<file path="config.mk">
export PLATFORM = sky130hd
export DESIGN_NAME = prio_event_capture_flat
export DESIGN_NICKNAME = d
export VERILOG_FILES = /design/src/rtl/prio_event_pkg.sv /design/src/rtl/prio_event_capture_if.sv /design/src/rtl/prio_event_fifo.sv /design/src/rtl/prio_event_capture.sv /design/src/flat_wrapper.sv
export SDC_FILE = /design/constraint.sdc
export NUM_CORES = 1
export LEC_CHECK = 0
export BUFFER_PORTS_ARGS = -buffer_cell sky130_fd_sc_hd__buf_2
export CORE_ASPECT_RATIO = 1.5
export CORE_UTILIZATION = 59
export DETAILED_ROUTE_END_ITERATION = 10
export PLACE_DENSITY = 0.79
export SLEW_MARGIN = 5
export SYNTH_ARGS = -nofsm -noshare
export SYNTH_HDL_FRONTEND = slang
export SYNTH_SLANG_ARGS = --single-unit
</file>
<file path="constraint.sdc">
create_clock -name clk -period 3.8 [get_ports clk]
set_input_delay 0.38 -clock clk [delete_from_list [all_inputs] [get_ports clk]]
set_output_delay 0.38 -clock clk [all_outputs]
set_load 0.1 [all_outputs]
</file>
<file path="src/rtl/prio_event_pkg.sv">
// prio_event_pkg: shared types and the 4-line priority encoder for prio_event_capture.
package prio_event_pkg;
  localparam int TS_W = 16;
  typedef enum logic [1:0] {SRC_A = 2'd0, SRC_B = 2'd1, SRC_C = 2'd2, SRC_D = 2'd3} src_t;
  typedef struct packed {
    src_t            src;
    logic            multi;
    logic [TS_W-1:0] ts;
  } evt_rec_t;
  // Returns {src, multi}: lowest set bit wins, multi when more than one bit is set.
  function automatic logic [2:0] prio_enc4(input logic [3:0] r);
    src_t s;
    s = r[0] ? SRC_A : r[1] ? SRC_B : r[2] ? SRC_C : SRC_D;
    return {s, (r & (r - 4'd1)) != 4'd0};
  endfunction
endpackage

</file>
<file path="src/rtl/prio_event_capture_if.sv">
// prio_event_capture_if: valid/ready record stream from the capture block to its consumer.
interface prio_event_capture_if #(parameter int TS_W = 16);
  logic            out_valid;
  logic            out_ready;
  logic [1:0]      out_src;
  logic            out_multi;
  logic [TS_W-1:0] out_ts;
  modport master(output out_valid, out_src, out_multi, out_ts, input out_ready);
  modport slave(input out_valid, out_src, out_multi, out_ts, output out_ready);
endinterface

</file>
<file path="src/rtl/prio_event_fifo.sv">
// prio_event_fifo: synchronous FIFO, pointers one bit wider than the address, no fall-through.
module prio_event_fifo #(
  parameter int W     = 8,
  parameter int DEPTH = 4
) (
  input  logic         clk,
  input  logic         rst_n,
  input  logic         push_i,
  input  logic         pop_i,
  input  logic [W-1:0] wdata_i,
  output logic [W-1:0] rdata_o,
  output logic         full_o,
  output logic         empty_o
);
  localparam int AW = $clog2(DEPTH);
  logic [W-1:0] mem_q [DEPTH];
  logic [AW:0]  wr_q, wr_d, rd_q, rd_d;
  logic         do_push, do_pop;
  assign empty_o = wr_q == rd_q;
  assign full_o  = (wr_q[AW] != rd_q[AW]) && (wr_q[AW-1:0] == rd_q[AW-1:0]);
  assign do_pop  = pop_i & ~empty_o;
  // A pop frees the slot the same cycle, so a full FIFO still accepts a push.
  assign do_push = push_i & (~full_o | do_pop);
  // Head reads as zero while empty so reset and idle outputs are clean.
  assign rdata_o = empty_o ? '0 : mem_q[rd_q[AW-1:0]];
  always_comb begin
    wr_d = wr_q + {{AW{1'b0}}, do_push};
    rd_d = rd_q + {{AW{1'b0}}, do_pop};
  end
  always_ff @(posedge clk or negedge rst_n) begin
    if (!rst_n) begin
      wr_q <= '0;
      rd_q <= '0;
    end else begin
      wr_q <= wr_d;
      rd_q <= rd_d;
    end
  end
  always_ff @(posedge clk) begin
    if (do_push) mem_q[wr_q[AW-1:0]] <= wdata_i;
  end
endmodule

</file>
<file path="src/rtl/prio_event_capture.sv">
// prio_event_capture: timestamps the highest-priority active request line and buffers it
// in a FIFO, counting events lost while the FIFO is full.
module prio_event_capture
  import prio_event_pkg::*;
#(
  parameter int TS_W   = 16,
  parameter int DEPTH  = 4,
  parameter int DROP_W = 8
) (
  input  logic              clk,
  input  logic              rst_n,
  input  logic [3:0]        req_i,
  input  logic              ovf_clr_i,
  output logic              overflow_o,
  output logic [DROP_W-1:0] drop_cnt_o,
  prio_event_capture_if.master evt_if
);
  typedef struct packed {
    src_t            src;
    logic            multi;
    logic [TS_W-1:0] ts;
  } rec_t;
  logic [TS_W-1:0]   ts_q, ts_d;
  logic              ovf_q, ovf_d;
  logic [DROP_W-1:0] drop_q, drop_d;
  logic              push, full, empty, drop;
  rec_t              wrec, rrec;
  assign push = |req_i;
  assign wrec = {prio_enc4(req_i), ts_q};
  // Full implies non-empty, so only out_ready decides whether a slot frees up.
  assign drop = push & full & ~evt_if.out_ready;
  prio_event_fifo #(.W($bits(rec_t)), .DEPTH(DEPTH)) u_fifo (
    .clk     (clk),
    .rst_n   (rst_n),
    .push_i  (push),
    .pop_i   (evt_if.out_ready),
    .wdata_i (wrec),
    .rdata_o (rrec),
    .full_o  (full),
    .empty_o (empty)
  );
  assign evt_if.out_valid = ~empty;
  assign evt_if.out_src   = rrec.src;
  assign evt_if.out_multi = rrec.multi;
  assign evt_if.out_ts    = rrec.ts;
  assign overflow_o       = ovf_q;
  assign drop_cnt_o       = drop_q;
  // A drop coinciding with a clear restarts the count at one.
  always_comb begin
    ts_d   = ts_q + TS_W'(1);
    ovf_d  = drop | (ovf_q & ~ovf_clr_i);
    drop_d = drop ? (ovf_clr_i ? DROP_W'(1) : (&drop_q ? drop_q : drop_q + DROP_W'(1)))
                  : (ovf_clr_i ? '0 : drop_q);
  end
  always_ff @(posedge clk or negedge rst_n) begin
    if (!rst_n) begin
      ts_q   <= '0;
      ovf_q  <= 1'b0;
      drop_q <= '0;
    end else begin
      ts_q   <= ts_d;
      ovf_q  <= ovf_d;
      drop_q <= drop_d;
    end
  end
endmodule

</file>
<file path="src/flat_wrapper.sv">
// flat-port wrapper written by rule: the top's interface ports become plain ports
module prio_event_capture_flat import prio_event_pkg::*;
#(
  parameter int TS_W   = 16,
  parameter int DEPTH  = 4,
  parameter int DROP_W = 8
)
  (clk, rst_n, req_i, ovf_clr_i, overflow_o, drop_cnt_o, evt_if_out_valid, evt_if_out_src, evt_if_out_multi, evt_if_out_ts, evt_if_out_ready);
  prio_event_capture_if #(.TS_W(TS_W)) evt_if_i ();
  input  logic clk;
  input  logic rst_n;
  input  logic [3:0] req_i;
  input  logic ovf_clr_i;
  output logic overflow_o;
  output logic [DROP_W-1:0] drop_cnt_o;
  output wire logic [$bits(evt_if_i.out_valid)-1:0] evt_if_out_valid;
  output wire logic [$bits(evt_if_i.out_src)-1:0] evt_if_out_src;
  output wire logic [$bits(evt_if_i.out_multi)-1:0] evt_if_out_multi;
  output wire logic [$bits(evt_if_i.out_ts)-1:0] evt_if_out_ts;
  input wire logic [$bits(evt_if_i.out_ready)-1:0] evt_if_out_ready;
  assign evt_if_out_valid = evt_if_i.out_valid;
  assign evt_if_out_src = evt_if_i.out_src;
  assign evt_if_out_multi = evt_if_i.out_multi;
  assign evt_if_out_ts = evt_if_i.out_ts;
  assign evt_if_i.out_ready = evt_if_out_ready;
  prio_event_capture #(.TS_W(TS_W), .DEPTH(DEPTH), .DROP_W(DROP_W)) u_core (.clk(clk), .rst_n(rst_n), .req_i(req_i), .ovf_clr_i(ovf_clr_i), .overflow_o(overflow_o), .drop_cnt_o(drop_cnt_o), .evt_if(evt_if_i));
endmodule
</file>
==> Implementation_results.wiki, run 1 <==
{| class="wikitable"
! Metric !! Value
|-
| Outcome || finished clean
|-
| Kind of end point of the critical path || output pin
|-
| Overflow after GRT || 0
|-
| Measured slew at the worst slew-check pin || between 0.7 and 0.8 ns
|-
| Width of the die || 71.9 µm
|-
| Number of violations of the max-capacitance limit || 0
|-
| Hold Violations, Final || 0
|-
| Type of the worst min-delay path || input port to asynchronous set/reset pin
|-
| Setup Crit Path Kind || register to output pin
|-
| Net count after synthesis || 273
|-
| Post-cts gate resize count || 0
|-
| R2r startpoint || u_core.u_fifo.rd_q[0]
|-
| Post-CTS setup buffer count || 0
|-
| Initial antenna violation count || 0
|-
| Min Tclk post-route || approximately 2.9 ns
|-
| Final Routed Wirelength || roughly 7.0 mm
|-
| I/O Buffers || 36
|-
| Cell Count, Final, Fillers Out || just over 400
|-
| Synthesis-to-layout area growth || 11.3%
|-
| Die Ht || 107 µm
|-
| Detailed placer's ending HPWL || 4.53 mm
|-
| Final weighted congestion of routability-driven global placement || 0.828
|-
| Initial DRT Pass Iterations || 4
|-
| Total GRT Usage || 0.206
|-
| Pin count of the biggest net entering global routing || 32
|-
| Boundary Pins || 37
|-
| Storage cell area || 3060 µm²
|-
| Number of enable flip-flop cells after synthesis || 76
|-
| Gate Count Post-Synth || 259
|-
| Antenna-violating nets left || 0
|-
| Clock transition at path regs || 0.09 ns
|-
| Area of the mapped netlist || roughly 4300 µm²
|-
| Clock latency reported for the late side of the worst-skew pair || 0.36 ns
|-
| Final nets || between 300 and 400
|-
| Initial core utilization || 0.619
|-
| Ant. Diodes || 0
|-
| Cell variety after synth || 36
|-
| Worst-path cell chain || buf_4 > mux4_2 > nor2b_1 > buf_2
|-
| Placed Cells || 389
|-
| Top fanout value on the critical path || 11
|-
| Synth async-reset ratio || 0.290
|-
| Flop-to-flop setup slack || 1.18 ns
|-
| Count of filler cells inserted in the layout || 478
|-
| Final Max Slew Viols || 0
|-
| Worst slew margin relative to its limit || 0.506
|-
| Cts-stage hold buffer count || 0
|-
| Number of vias per cell after detailed routing || between 5 and 6
|-
| Delay of the slowest cell on the worst path || approximately 0.78 ns
|-
| Proportion of layout cells with a drive suffix above 1 || 0.260
|-
| Crit path max-delay family || flip-flops
|-
| Final setup skew || 0.0134 ns
|-
| Die area || 7690 µm²
|-
| Post-detailed-route wirelength per cell || 17.3 µm
|-
| Main synth FF type || edfxtp_1
|-
| DRC violations left || 0
|-
| Core Area || 6990 µm²
|-
| Register bit total from synthesis || 107
|-
| Arrival time of the worst setup path || between 2 and 2.5 ns
|-
| Total number of vias || 2229
|-
| Avg Cell Area, Syn || 16.7 µm²
|-
| Fraction of the yosys area taken by sequential cells || 0.706
|-
| Most used cells in the layout excluding fill and tap cells || 76 x edfxtp_1, 36 x buf_2, 31 x dfrtp_1
|-
| Fin worst setup slack || 0.933 ns
|-
| RSZ-0062 raised after global routing || no
|-
| Master of the slowest instance on the critical path || dfrtp_1
|-
| Number of levels the H-tree was split into || 3
|-
| Standard-cell rows || 37
|-
| Worst setup path startpoint || u_core.u_fifo.rd_q[0]
|-
| Total area of multi-input combinational cells || 1210 µm²
|-
| Sink count of the clock tree || 107
|-
| Number of buffers and inverters on the critical path || 2
|-
| Top achievable clock speed || 0.349 GHz
|-
| Max Buffers Root-to-Sink || 2
|-
| Final setup TNS || 0 ns
|-
| TritonCTS clock tree || built
|-
| Number of global-route vias before repair || about 2200
|-
| Category of the worst setup path launch point || register
|-
| Setup slack after placement || ~1.1 ns
|-
| Inserted Clock Buffers || 9
|-
| Data required time of the critical path || 3.42 ns
|-
| Fin util || 0.689
|-
| Count of warnings emitted by yosys || 0
|-
| Commonest non-fill, non-tap cell in the layout || edfxtp_1
|-
| Global-route wire length before repair || approximately 11 mm
|-
| Count of routing violations after the opening detailed-route iteration || 193
|-
| Library cell used as clock root buffer || clkbuf_8
|-
| Total of endpoints with negative setup slack in the final report || 0
|-
| Fin crit share || 0.754
|}
## Yosys cell counts (2+ instances only)
master	count	area, µm²
xnor2_1	13	114
edfxtp_1	76	2280
clkbuf_1	4	15.0
nand3_1	9	45.0
a21oi_1	2	10.0
xor2_1	10	87.6
nor3_1	6	30.0
nor2b_1	21	131
inv_1	8	30.0
ha_1	6	75.1
nor4_1	2	12.5
mux4_2	19	428
nand2_1	7	26.3
dfrtp_1	31	776
buf_1	2	7.51
nor2_1	15	56.3
nor3b_1	3	22.5
and3_1	3	18.8
nand4_1	5	31.3
## registers in the layout, indices dropped and copies added (netlist names)
register and flops:
u_core.u_fifo.rd_q 3, u_core.u_fifo.mem_q 76, u_core.u_fifo.wr_q 3, u_core.drop_cnt_o 8, u_core.overflow_o 1, u_core.ts_q 16
## stage by stage
stage / hold WS [ns] / area, µm²
6_report: 0.0789 / 4820
5_1_grt: 0.119 / 4820
4_1_cts: 0.0847 / 4820
3_5_place_dp: 0.479 / 4650
3_3_place_gp: 0.470 / 4650
2_1_floorplan: 0.0844 / 4330
## layout make-up
cell class / instances / area share
clock buffer: 14 / 0.0337
clock inverter: 2 / 0.00208
inverter: 8 / 0.00623
multi-input combinational: 135 / 0.252
sequential: 107 / 0.634
tap: 97 / 0.0252
timing repair buffer: 42 / 0.0467
## metal layers
metal	GRT usage	part of all wire
met1	0.251	0.40
met2	0.347	0.53
met3	0.0489	0.039
met4	0.0952	0.023
met5	0	0
## path summary, 6_finish.rpt
kind	cells after the start	to
worst max-delay path	4	evt_if_out_ts[1]
worst min-delay path	1	u_core.drop_cnt_o[4]
worst max register to register	5	u_core.drop_cnt_o[7]
worst min register to register	1	u_core.u_fifo.wr_q[2]
max in group asynchronous	1	u_core.ts_q[10]
min in group clk	2	u_core.drop_cnt_o[2]
## logic make-up after synthesis
kind of cell / after synthesis / share of synthesized area
flip-flops: 107 / 0.706
AND/OR/NAND/NOR: 78 / 0.0991
AO/OA/AOI/OAI: 7 / 0.0101
buffers and inverters: 17 / 0.0170
XOR/XNOR: 23 / 0.0465
multiplexers: 20 / 0.101
adder cells (fa/ha/maj): 7 / 0.0197
Power of run 1 is not shown: default switching activity piles up to over one toggle a cycle in this logic, so the estimate is an artifact.
==> run 2: changes to the inputs <==
==> constraint.sdc (replaced) <==
create_clock -name clk -period 2.7 [get_ports clk]
set_input_delay 0.27 -clock clk [delete_from_list [all_inputs] [get_ports clk]]
set_output_delay 0.27 -clock clk [all_outputs]
set_load 0.1 [all_outputs]
==> Implementation_results.wiki, run 2 (synthesis results as in run 1) <==
{| class="wikitable"
! Metric !! Value
|-
| Sink count of the clock tree || 107
|-
| Total GRT Usage || 0.206
|-
| Initial antenna violation count || 0
|-
| Fin crit share || 0.918
|-
| Initial core utilization || 0.619
|-
| Worst slew margin relative to its limit || 0.505
|-
| Final setup TNS || 0 ns
|-
| Data required time of the critical path || 2.75 ns
|-
| Count of routing violations after the opening detailed-route iteration || around 170
|-
| Total number of vias || 2301
|-
| Overflow after GRT || 0
|-
| Standard-cell rows || 37
|-
| Detail Route met2 WL || about 3.8 mm
|-
| DRC violations left || 0
|-
| Top achievable clock speed || 0.404 GHz
|-
| Min Tclk post-route || 2.48 ns
|-
| R2r startpoint || u_core.u_fifo.wr_q[0]
|-
| Post-cts gate resize count || 0
|-
| Most used cells in the layout excluding fill and tap cells || 76 x edfxtp_1, 36 x buf_2, 31 x dfrtp_1
|-
| Library cell used as clock root buffer || clkbuf_8
|-
| Die area || a little under 8000 µm²
|-
| Ant. Diodes || 0
|-
| TritonCTS clock tree || built
|-
| I/O Buffers || 36
|-
| Total of endpoints with negative setup slack in the final report || 0
|-
| Global-route wire length before repair || 11.3 mm
|-
| Initial DRT Pass Iterations || 4
|-
| Final weighted congestion of routability-driven global placement || 0.875
|-
| Detailed placer's ending HPWL || 4.55 mm
|-
| Number of levels the H-tree was split into || 3
|-
| Core Area || between 6000 and 7000 µm²
|-
| Kind of end point of the critical path || register
|-
| Measured slew at the worst slew-check pin || roughly 0.74 ns
|-
| Number of global-route vias before repair || approximately 2300
|-
| Met3 wirelength from detailed routing || 274 µm
|-
| Fin worst setup slack || 0.222 ns
|-
| Top fanout value on the critical path || 12
|-
| Arrival time of the worst setup path || 2.53 ns
|-
| Cts-stage hold buffer count || 1
|-
| Width of the die || 71.9 µm
|-
| Die Ht || 107 µm
|-
| Max Buffers Root-to-Sink || 2
|-
| Boundary Pins || 37
|-
| Clock transition at path regs || 0.09 ns
|-
| Setup Crit Path Kind || register to register
|-
| Type of the worst min-delay path || input port to register
|-
| Antenna-violating nets left || 0
|-
| Proportion of layout cells with a drive suffix above 1 || 0.324
|-
| Max reg flops || 76
|-
| Post-detailed-route wirelength per cell || 17.7 µm
|-
| Clock latency reported for the late side of the worst-skew pair || 0.35 ns
|-
| Hold Violations, Final || 0
|-
| Worst Min Path Start || ovf_clr_i
|-
| Inserted Clock Buffers || 9
|-
| Final Routed Wirelength || 7.18 mm
|-
| Outcome || finished clean
|-
| Routed metal-1 wirelength || 2.91 mm
|-
| Top layer used by detailed routing || met4
|-
| Setup slack after placement || 0.240 ns
|-
| Commonest non-fill, non-tap cell in the layout || edfxtp_1
|-
| Pin count of the biggest net entering global routing || 32
|-
| Number of vias per cell after detailed routing || 5.67
|-
| Synthesis-to-layout area growth || 13.2%
|-
| RSZ-0062 raised after global routing || no
|-
| Worst setup path startpoint || u_core.u_fifo.wr_q[0]
|-
| Post-CTS setup buffer count || 0
|-
| Number of violations of the max-capacitance limit || 0
|-
| Final nets || 318
|-
| Category of the worst setup path launch point || register
|-
| Final setup skew || 0.00766 ns
|-
| Final Max Slew Viols || 0
|}
run 2: cell types whose count changed in the layout (fill, tap and decap cells not counted), sizes merged:
cell and change:
dlygate4sd3 +1, clkinvlp +2, clkinv -1, bufinv +1, clkbuf -2
run 2: path summary, 6_finish.rpt:
path	to	slack, ns	depth (start not counted)
max in group asynchronous	u_core.ts_q[15]	1.71	2
max reg2reg	u_core.u_fifo.mem_q[1][15]	0.22	7
max	u_core.u_fifo.mem_q[1][15]	0.22	7
min in group asynchronous	u_core.drop_cnt_o[3]	0.51	2
min	u_core.drop_cnt_o[3]	0.20	2
min reg2reg	u_core.u_fifo.wr_q[2]	0.49	1
run 2: layer usage:
layer / up-vias / global-route usage
met5: - / 0
met4: 0 / 0.104
met3: 11 / 0.0489
met2: 63 / 0.343
met1: 1163 / 0.249
li1: 1064 / -
run 2: through the flow:
step	hold WS (ns)	utilization	instances	instance area (µm²)
floorplan	-0.0256	-	259	4380
global placement	0.362	0.672	389	4690
detailed placement	0.376	0.672	389	4690
CTS	0.181	0.701	406	4900
global route	0.202	0.701	406	4900
finish	0.195	0.701	406	4900
run 2: area by class of cell:
class                           count  area, µm²
Tap cell                           97        121
Clock inverter                      4       50.0
Fill cell                         474       2090
Inverter                            8       30.0
Timing Repair Buffer               43        235
Clock buffer                       12        145
Multi-Input combinational cell    135       1260
Sequential cell                   107       3060
run 2: worst max-delay path, stage by stage, from the launching register on:
cell and delay, ns:
dfrtp_1 0.49, xor2_1 0.29, or4_4 0.24, nand2_1 0.12
inv_1 0.12, nand2_1 0.06, nor2_1 0.52, buf_4 0.34
Power of run 2 is left out for the same reason.
